--- src/rtl/vm_change_if.sv ---
// Bus between the vending core and the change scheduler.
// The core drives the i_* signals; the scheduler drives the o_* signals.
interface vm_change_if #(
    parameter int BAL_W = 16,
    parameter int CNT_W = 8
);
    logic [BAL_W-1:0] i_balance;
    logic [2:0]       i_input_coin;
    logic             i_activity;
    logic             i_trigger_return;
    logic [2:0]       o_return_coin;
    logic [BAL_W-1:0] o_return_value;
    logic             o_busy;
    logic             o_done;
    logic             o_stuck;
    logic [BAL_W-1:0] o_residual;
    logic [CNT_W-1:0] o_cnt_100;
    logic [CNT_W-1:0] o_cnt_500;
    logic [CNT_W-1:0] o_cnt_1000;

    modport master (
        output i_balance, i_input_coin, i_activity, i_trigger_return,
        input  o_return_coin, o_return_value, o_busy, o_done, o_stuck, o_residual,
               o_cnt_100, o_cnt_500, o_cnt_1000
    );

    modport slave (
        input  i_balance, i_input_coin, i_activity, i_trigger_return,
        output o_return_coin, o_return_value, o_busy, o_done, o_stuck, o_residual,
               o_cnt_100, o_cnt_500, o_cnt_1000
    );
endinterface

--- src/rtl/vm_change_scheduler.sv ---
// Coin-return controller: starts a return on request or idle timeout, then pays out the
// latched balance one coin per cycle, largest coin first, tracking per-coin inventory.
module vm_change_scheduler #(
    parameter int BAL_W     = 16,
    parameter int CNT_W     = 8,
    parameter int TIMEOUT   = 10,
    parameter int INIT_100  = 10,
    parameter int INIT_500  = 10,
    parameter int INIT_1000 = 10
) (
    input  logic       clk,
    input  logic       reset,
    vm_change_if.slave bus
);
    localparam int TMR_W = (TIMEOUT > 1) ? $clog2(TIMEOUT) : 1;
    localparam logic [TMR_W-1:0] TMR_LAST  = TMR_W'(TIMEOUT - 1);
    localparam logic [CNT_W-1:0] CNT_MAX   = {CNT_W{1'b1}};
    localparam logic [CNT_W-1:0] CNT_ZERO  = {CNT_W{1'b0}};
    localparam logic [BAL_W-1:0] BAL_ZERO  = {BAL_W{1'b0}};
    localparam logic [BAL_W-1:0] COIN_100  = BAL_W'(100);
    localparam logic [BAL_W-1:0] COIN_500  = BAL_W'(500);
    localparam logic [BAL_W-1:0] COIN_1000 = BAL_W'(1000);

    typedef enum logic [1:0] {
        IDLE     = 2'd0,
        DISPENSE = 2'd1,
        DONE     = 2'd2
    } state_t;

    state_t           state_r;
    logic [TMR_W-1:0] timer_r;
    logic [BAL_W-1:0] rem_r;
    logic             stuck_r;
    logic [2:0]       return_coin_r;
    logic [BAL_W-1:0] return_value_r;
    logic             busy_r;
    logic             done_r;
    logic             stuck_out_r;
    logic [BAL_W-1:0] residual_r;
    logic [CNT_W-1:0] cnt_100_r;
    logic [CNT_W-1:0] cnt_500_r;
    logic [CNT_W-1:0] cnt_1000_r;

    logic [2:0]       pick_s;
    logic [BAL_W-1:0] pick_value_s;
    logic [2:0]       disp_s;
    logic             start_s;

    function automatic logic [BAL_W-1:0] coin_value(input logic [2:0] coin);
        logic [BAL_W-1:0] value;
        case (coin)
            3'b001:  value = COIN_100;
            3'b010:  value = COIN_500;
            3'b100:  value = COIN_1000;
            default: value = BAL_ZERO;
        endcase
        return value;
    endfunction

    // Insert and dispense of the same type cancel; inserts saturate at the counter ceiling.
    function automatic logic [CNT_W-1:0] next_count(input logic [CNT_W-1:0] cnt,
                                                    input logic ins, input logic disp);
        logic [CNT_W-1:0] res;
        case ({ins, disp})
            2'b10:   res = (cnt == CNT_MAX) ? cnt : cnt + CNT_W'(1);
            2'b01:   res = cnt - CNT_W'(1);
            default: res = cnt;
        endcase
        return res;
    endfunction

    // Largest coin that fits in the remainder and is still in stock.
    always_comb begin
        pick_s = 3'b000;
        if ((cnt_1000_r != CNT_ZERO) && (rem_r >= COIN_1000)) begin
            pick_s = 3'b100;
        end else if ((cnt_500_r != CNT_ZERO) && (rem_r >= COIN_500)) begin
            pick_s = 3'b010;
        end else if ((cnt_100_r != CNT_ZERO) && (rem_r >= COIN_100)) begin
            pick_s = 3'b001;
        end else begin
            pick_s = 3'b000;
        end
    end

    // Dispense strobe and return-start decision for the current cycle.
    always_comb begin
        pick_value_s = coin_value(pick_s);
        disp_s       = (state_r == DISPENSE) ? pick_s : 3'b000;
        start_s      = (bus.i_balance != BAL_ZERO) &&
                       (bus.i_trigger_return || ((timer_r == TMR_LAST) && !bus.i_activity));
    end

    // Return FSM with registered outputs and coin inventory.
    always_ff @(posedge clk) begin
        if (reset) begin
            state_r        <= IDLE;
            timer_r        <= {TMR_W{1'b0}};
            rem_r          <= BAL_ZERO;
            stuck_r        <= 1'b0;
            return_coin_r  <= 3'b000;
            return_value_r <= BAL_ZERO;
            busy_r         <= 1'b0;
            done_r         <= 1'b0;
            stuck_out_r    <= 1'b0;
            residual_r     <= BAL_ZERO;
            cnt_100_r      <= CNT_W'(INIT_100);
            cnt_500_r      <= CNT_W'(INIT_500);
            cnt_1000_r     <= CNT_W'(INIT_1000);
        end else begin
            cnt_100_r      <= next_count(cnt_100_r,  bus.i_input_coin[0], disp_s[0]);
            cnt_500_r      <= next_count(cnt_500_r,  bus.i_input_coin[1], disp_s[1]);
            cnt_1000_r     <= next_count(cnt_1000_r, bus.i_input_coin[2], disp_s[2]);
            return_coin_r  <= 3'b000;
            return_value_r <= BAL_ZERO;
            done_r         <= 1'b0;
            stuck_out_r    <= 1'b0;
            residual_r     <= BAL_ZERO;
            case (state_r)
                IDLE: begin
                    if (start_s) begin
                        state_r <= DISPENSE;
                        rem_r   <= bus.i_balance;
                        timer_r <= {TMR_W{1'b0}};
                        busy_r  <= 1'b1;
                    end else if (bus.i_activity || (bus.i_balance == BAL_ZERO)) begin
                        timer_r <= {TMR_W{1'b0}};
                    end else begin
                        timer_r <= timer_r + TMR_W'(1);
                    end
                end
                DISPENSE: begin
                    if (pick_s == 3'b000) begin
                        state_r <= DONE;
                        stuck_r <= 1'b1;
                        busy_r  <= 1'b0;
                    end else begin
                        return_coin_r  <= pick_s;
                        return_value_r <= pick_value_s;
                        rem_r          <= rem_r - pick_value_s;
                        if (rem_r == pick_value_s) begin
                            state_r <= DONE;
                            stuck_r <= 1'b0;
                            busy_r  <= 1'b0;
                        end else begin
                            state_r <= DISPENSE;
                        end
                    end
                end
                DONE: begin
                    done_r      <= 1'b1;
                    stuck_out_r <= stuck_r;
                    residual_r  <= rem_r;
                    state_r     <= IDLE;
                    timer_r     <= {TMR_W{1'b0}};
                end
                default: begin
                    state_r <= IDLE;
                    timer_r <= {TMR_W{1'b0}};
                    busy_r  <= 1'b0;
                end
            endcase
        end
    end

    assign bus.o_return_coin  = return_coin_r;
    assign bus.o_return_value = return_value_r;
    assign bus.o_busy         = busy_r;
    assign bus.o_done         = done_r;
    assign bus.o_stuck        = stuck_out_r;
    assign bus.o_residual     = residual_r;
    assign bus.o_cnt_100      = cnt_100_r;
    assign bus.o_cnt_500      = cnt_500_r;
    assign bus.o_cnt_1000     = cnt_1000_r;
endmodule

--- src/flat_wrapper.sv ---
// flat-port wrapper written by rule: the top's interface ports become plain ports
module vm_change_scheduler_flat 
#(
    parameter int BAL_W     = 16,
    parameter int CNT_W     = 8,
    parameter int TIMEOUT   = 10,
    parameter int INIT_100  = 10,
    parameter int INIT_500  = 10,
    parameter int INIT_1000 = 10
)
  (clk, reset, bus_i_balance, bus_i_input_coin, bus_i_activity, bus_i_trigger_return, bus_o_return_coin, bus_o_return_value, bus_o_busy, bus_o_done, bus_o_stuck, bus_o_residual, bus_o_cnt_100, bus_o_cnt_500, bus_o_cnt_1000);
  vm_change_if #(.BAL_W(BAL_W), .CNT_W(CNT_W)) bus_i ();
  input  logic clk;
  input  logic reset;
  input wire logic [$bits(bus_i.i_balance)-1:0] bus_i_balance;
  input wire logic [$bits(bus_i.i_input_coin)-1:0] bus_i_input_coin;
  input wire logic [$bits(bus_i.i_activity)-1:0] bus_i_activity;
  input wire logic [$bits(bus_i.i_trigger_return)-1:0] bus_i_trigger_return;
  output wire logic [$bits(bus_i.o_return_coin)-1:0] bus_o_return_coin;
  output wire logic [$bits(bus_i.o_return_value)-1:0] bus_o_return_value;
  output wire logic [$bits(bus_i.o_busy)-1:0] bus_o_busy;
  output wire logic [$bits(bus_i.o_done)-1:0] bus_o_done;
  output wire logic [$bits(bus_i.o_stuck)-1:0] bus_o_stuck;
  output wire logic [$bits(bus_i.o_residual)-1:0] bus_o_residual;
  output wire logic [$bits(bus_i.o_cnt_100)-1:0] bus_o_cnt_100;
  output wire logic [$bits(bus_i.o_cnt_500)-1:0] bus_o_cnt_500;
  output wire logic [$bits(bus_i.o_cnt_1000)-1:0] bus_o_cnt_1000;
  assign bus_i.i_balance = bus_i_balance;
  assign bus_i.i_input_coin = bus_i_input_coin;
  assign bus_i.i_activity = bus_i_activity;
  assign bus_i.i_trigger_return = bus_i_trigger_return;
  assign bus_o_return_coin = bus_i.o_return_coin;
  assign bus_o_return_value = bus_i.o_return_value;
  assign bus_o_busy = bus_i.o_busy;
  assign bus_o_done = bus_i.o_done;
  assign bus_o_stuck = bus_i.o_stuck;
  assign bus_o_residual = bus_i.o_residual;
  assign bus_o_cnt_100 = bus_i.o_cnt_100;
  assign bus_o_cnt_500 = bus_i.o_cnt_500;
  assign bus_o_cnt_1000 = bus_i.o_cnt_1000;
  vm_change_scheduler #(.BAL_W(BAL_W), .CNT_W(CNT_W), .TIMEOUT(TIMEOUT), .INIT_100(INIT_100), .INIT_500(INIT_500), .INIT_1000(INIT_1000)) u_core (.clk(clk), .reset(reset), .bus(bus_i));
endmodule
--- config.mk ---
export PLATFORM = sky130hd
export DESIGN_NAME = vm_change_scheduler_flat
export DESIGN_NICKNAME = d
export VERILOG_FILES = /design/src/rtl/vm_change_if.sv /design/src/rtl/vm_change_scheduler.sv /design/src/flat_wrapper.sv
export SDC_FILE = /design/constraint.sdc
export NUM_CORES = 1
export LEC_CHECK = 0
export ABC_CLOCK_PERIOD_IN_PS = 5600
export CAP_MARGIN = 20
export CORE_MARGIN = 3
export CORE_UTILIZATION = 54
export CTS_BUF_LIST = sky130_fd_sc_hd__clkbuf_4 sky130_fd_sc_hd__clkbuf_8
export DETAILED_ROUTE_END_ITERATION = 10
export HOLD_SLACK_MARGIN = 0.08
export PLACE_DENSITY_LB_ADDON = 0.25
export REMOVE_ABC_BUFFERS = 1
export SLEW_MARGIN = 5
export SYNTH_ARGS = -nofsm -noshare
export SYNTH_HDL_FRONTEND = slang
export SYNTH_SLANG_ARGS = --single-unit
--- constraint.sdc ---
create_clock -name clk -period 5.6 [get_ports clk]
set_input_delay 0.56 -clock clk [delete_from_list [all_inputs] [get_ports clk]]
set_output_delay 0.56 -clock clk [all_outputs]
set_load 0.01 [all_outputs]
* After elaboration in Yosys (flattened, before gate mapping)
Cells that the tools add are included.
Word-level totals: output and inout port bits 62, bits in registers 85
Cells by class: reduce and logical (&&, ||, !) cells 28, equality and inequality tests 22, order comparisons 3, $add $sub $neg 8, bitwise logic cells 2, muxes and demuxes 27
Operator list (number):
- one-hot mux 8 bit (2 select lines) | 3
- two-way mux 16 bit | 2
- one-hot mux 16 bit (2 select lines) | 1
- one-hot mux 10 bit (3 select lines) | 1
- adder 8 x 1 -> 8 bit, second input constant | 3
- == test 8 bit, second input constant | 3
- two-way mux 8 bit | 3
- nonzero test 8 bit | 3
- subtractor 8 x 1 -> 8 bit, second input constant | 3
- == test 16 x 10 -> 1 bit | 1
- >= comparator 16 x 10 -> 1 bit, second input constant | 1
- >= comparator 16 x 7 -> 1 bit, second input constant | 1
- >= comparator 16 x 9 -> 1 bit, second input constant | 1
- zero test 16 bit | 1
- nonzero test 16 bit | 1
- subtractor 16 x 10 -> 16 bit | 1
- nonzero test 2 bit | 5
- two-way mux 3 bit | 3
- == test 2 x 1 -> 1 bit, second input constant | 4
- == test 2 bit, second input constant | 4
- two-way mux 4 bit | 2
- != test 2 bit, second input constant | 4
- one-hot mux 4 bit (2 select lines) | 1
- AND reduction 2 bit | 4
- other kinds (20) | 34

* Logic depth before layout (Yosys ltp)
depth in word-level cells 11, mapped depth 16, gate-level depth less buffers 14

* Worst setup path before layout
No wires, ideal clock.
path type register -> register, start point reg u_core.rem_r[10], end point reg u_core.cnt_500_r[7], in the netlist u_core.bus.o_cnt_500[7], arrival 3.749 ns, path slack 1.720 ns, cell stages (with the launch flop) 16, data required time 5.469 ns, period minus slack after synthesis 3.880 ns, library setup time 0.131 ns, path through dfxtp_1 > nor3_4 > nand3b_2 > o21ai_4 > inv_2 > or4_1 > buf_2 > inv_1 > ha_1 > a21o_1 > a21oi_1 > o21ai_0 > a2111oi_0 > nor4_4 > o311ai_1 > o41ai_1
Between the ends: longest elaborated chain between the ends 8
Ends and longest elaborated chain:
- start: declaration | RTL line vm_change_scheduler.sv:32 | logic [BAL_W-1:0] rem_r;
- start signal: assignment | RTL line vm_change_scheduler.sv:123 | rem_r <= bus.i_balance;
- start signal: assignment | RTL line vm_change_scheduler.sv:140 | rem_r <= rem_r - pick_value_s;
- >= comparator 16 x 9 -> 1 bit | RTL line vm_change_scheduler.sv:77 | end else if ((cnt_500_r != CNT_ZERO) && (rem_r >= COIN_500)) begin
- logical AND 1 bit | RTL line vm_change_scheduler.sv:77
- two-way mux 3 bit | RTL line vm_change_scheduler.sv:77
- two-way mux 3 bit (*) | RTL line vm_change_scheduler.sv:75 | if ((cnt_1000_r != CNT_ZERO) && (rem_r >= COIN_1000)) begin
- two-way mux 3 bit (*) | RTL line vm_change_scheduler.sv:89 | disp_s = (state_r == DISPENSE) ? pick_s : 3'b000;
- == test 2 bit / == test 2 x 1 -> 1 bit (equally long branches) | RTL line vm_change_scheduler.sv:64 | case ({ins, disp})
- != test 2 bit (no line) / nonzero test 2 bit (equally long branches)
- AND reduction 2 bit (no line)
- end signal: assignment | RTL line vm_change_scheduler.sv:108 | cnt_500_r <= CNT_W'(INIT_500);
- end signal: assignment | RTL line vm_change_scheduler.sv:112 | cnt_500_r <= next_count(cnt_500_r, bus.i_input_coin[1], disp_s[1]);
- end: declaration | RTL line vm_change_scheduler.sv:41 | logic [CNT_W-1:0] cnt_500_r;
Every way passes the cells marked *; elsewhere a longest branch is shown, timed or not. A chain may end at the register's enable or synchronous reset.

* Worst setup path in the final report
Same ends and word-level chain as after synthesis.

==> run metrics <==
Mapped Avg Cell Area 8.44 um^2; Synth Cell Area 4340 um^2; Setup crit end kind register; R2R Setup Slk 0.82 ns; Netlist cell types 70; sequential-to-total area share from yosys stat 34.1%; DRC Markers 0; Final Cell Area 5410 um^2; Crit Path Class reg -> reg; Worst-Skew Late Latency 0.35 ns; Core ar. 7770 um^2; vias in the first global route 3842; RD Place Congestion 0.898; VDD IR-drop max 0.202 mV; Post-synth ARST share 0%; # Post-CTS Setup Buffers 0; Final #Nets 637; top-count cell post-synth dfxtp_1; vias per cell 5.95; drt first pass iters 5; max frequency 209 MHz; # diodes 0; post-DP HPWL 8280 um; area delta synth->final 24.6%; WP data required 5.83 ns; Critical R2R Launch u_core.rem_r[10]$_SDFFE_PP0P_; Synthesis Warnings 0; CTS tree built; fin worst setup slack 0.815 ns; Top FF cell, synth dfxtp_1; Fin Setup TNS 0 ns; Die H 95.7 um; crit-path max FO 14; initial antenna violation count 0; crit start category register; Area contributors post-synth dfxtp_1 34%, ha_1 7.5%, nor2_1 4.2%; first-pass GRT wire length 18500 um; CP Data Arrival Time 5.01 ns; Tightest Pin Transition 1.07 ns; Power Density 324 nW/um^2; DRT iter0 DRCs 324; RSZ-0062 raised after global routing no; FP Rows 32; Seq cells post-synth 74; share of layout cells above drive strength 1 6.45%; commonest cells in the netlist 74 x dfxtp_1, 48 x nor2_1, 41 x nand2_1; Horiz. Die Dim 95.7 um; HP Class reg -> reg; hold path start u_core.timer_r[3]$_SDFFE_PP0N_; Initial Util 55.9%; Layout Utilization 69.7%; fillcell total 637; Post-Synthesis Cells 514; Total Routing Usage GR 25.8%; Max-slew headroom 28.5%; Setup crit start u_core.rem_r[10]$_SDFFE_PP0P_; dpl cell area 5140 um^2; status finished, final reports clean; vias 4110; Final Hold Viols 0; final slew viol count 0; Pleak 2.16 nW; I/O Buffers 76; Avg WL per Cell 16.7 um; drt total wl 11600 um; reg2reg end u_core.bus.o_cnt_500[7]$_SDFFE_PP0P_; CTS max path bufs 2; Ports 85; endpoints failing setup 0; GRT overflow 0; htree depth 3; CTS Buf Count 9; top cell type's share of synthesized area 34.1%; Clk Tree Root Cell clkbuf_8; clock slew seen by the registers of the worst setup and hold paths 0.08 ns; clock sink count 74; r2r worst-path depth 14; pre-CTS setup slack 1.01 ns; maxcap violations 0; hold_buf cts 0; WHS Endpoint u_core.timer_r[3]$_SDFFE_PP0N_; clock skew 0.0139 ns; fin crit share 85.4%; Post-synth EDFFs 0; post-cts resize count 0; Tmin final 4.78 ns; DRT antenna net count 0; die area 9150 um^2; largest net degree at the start of global routing 44; post-synth top area cell dfxtp_1; worst hold path depth 1
[metrics by stage]
| stage | std cells | hold slack [ns] | power (mW) |
|---|---|---|---|
| global placement | 675 | 0.453 | 1.17 |
| global route | 691 | 0.504 | 1.85 |
| floorplan | 491 | 0.423 | 0.999 |
| CTS | 691 | 0.475 | 1.75 |
| detailed placement | 675 | 0.460 | 1.19 |
| finish | 691 | 0.475 | 1.75 |
[per-layer routing]
metal | GRT usage [%] | vias to the layer above | share of wire (%)
met5 | 0 | - | 0
met4 | 9.72 | 0 | 1.8
met3 | 5.52 | 21 | 6.2
met2 | 42.8 | 150 | 48
met1 | 32.8 | 1949 | 44
li1 | - | 1990 | -
[flip-flops by register name, summed over array words and instances, names as in the netlist, 2 cells and up]
| register | flops |
|---|---|
| u_core.bus.o_return_coin | 3 |
| u_core.timer_r | 4 |
| u_core.bus.o_return_value | 5 |
| u_core.rem_r | 16 |
| u_core.bus.o_residual | 16 |
| u_core.bus.o_cnt_500 | 8 |
| u_core.state_r | 2 |
| u_core.bus.o_cnt_1000 | 8 |
| u_core.bus.o_cnt_100 | 8 |
[worst max-delay path by stage]
| stage | slack [ns] | end |
|---|---|---|
| floorplan | 1.51 | u_core.bus.o_cnt_500[7]$_SDFFE_PP0P_ |
| global placement | 1.17 | u_core.bus.o_cnt_500[7]$_SDFFE_PP0P_ |
| detailed placement | 1.01 | u_core.bus.o_cnt_500[7]$_SDFFE_PP0P_ |
| CTS | 0.88 | u_core.bus.o_cnt_500[7]$_SDFFE_PP0P_ |
| global route | 0.58 | u_core.bus.o_cnt_500[7]$_SDFFE_PP0P_ |
| finish | 0.82 | u_core.bus.o_cnt_500[7]$_SDFFE_PP0P_ |
[logic make-up after synthesis]
family                     synth area share [%]
and+or+nand+nor                            24.6
xor gates and xnor gates                   2.62
DFF                                        34.1
other                                    0.0864
buffers and inverters                      5.85
muxes                                      3.06
adders and majority gates                  9.34
AOI/OAI and AO/OA                          20.3
[critical path, cell delays in order (launching register included)]
cell,delay [ns]
dfxtp_1,0.40
nor3_4,0.29
nand3b_2,0.13
o21ai_4,0.41
inv_2,0.20
or4_1,0.69
inv_1,0.25
ha_1,0.27
a21o_1,0.19
a21oi_1,0.23
o21ai_0,0.16
a2111oi_0,0.93
nor4_4,0.10
o311ai_1,0.30
o41ai_1,0.11
[final cells by class]
cell class              count  area, um^2  area share (%)
clock buffers              10         138            2.54
clock inverters             6         136            2.52
inverters                  24        90.1            1.67
multi-input cells         393        2630            48.6
flip-flops and latches     74        1480            27.4
well taps                 102         128            2.36
repair buffers             82         806            14.9
[power breakdown]
group | internal (mW) | leakage, nW | switching, mW
Clock | 0.355 | 0.133 | 0.207
Combinational | 0.238 | 1.43 | 0.322
Sequential | 0.570 | 0.604 | 0.0623
[placed cells by master (no fill, tap or decap), types with 7 or more instances in the layout]
cell / count
ha_1: 26
a211oi_1: 9
clkbuf_8: 10
xnor2_1: 13
a21o_1: 7
nand2_1: 41
nand4_1: 9
nor2_1: 48
a21oi_1: 24
nand3_1: 16
conb_1: 8
and2_1: 20
o211ai_1: 8
mux2i_1: 8
nor4_1: 13
dfxtp_1: 74
clkdlybuf4s50_1: 76
o21ai_0: 29
nor2b_1: 8
a31oi_1: 7
nor3_1: 12
inv_1: 23
Note: power is estimated with default switching activity, not from simulation.
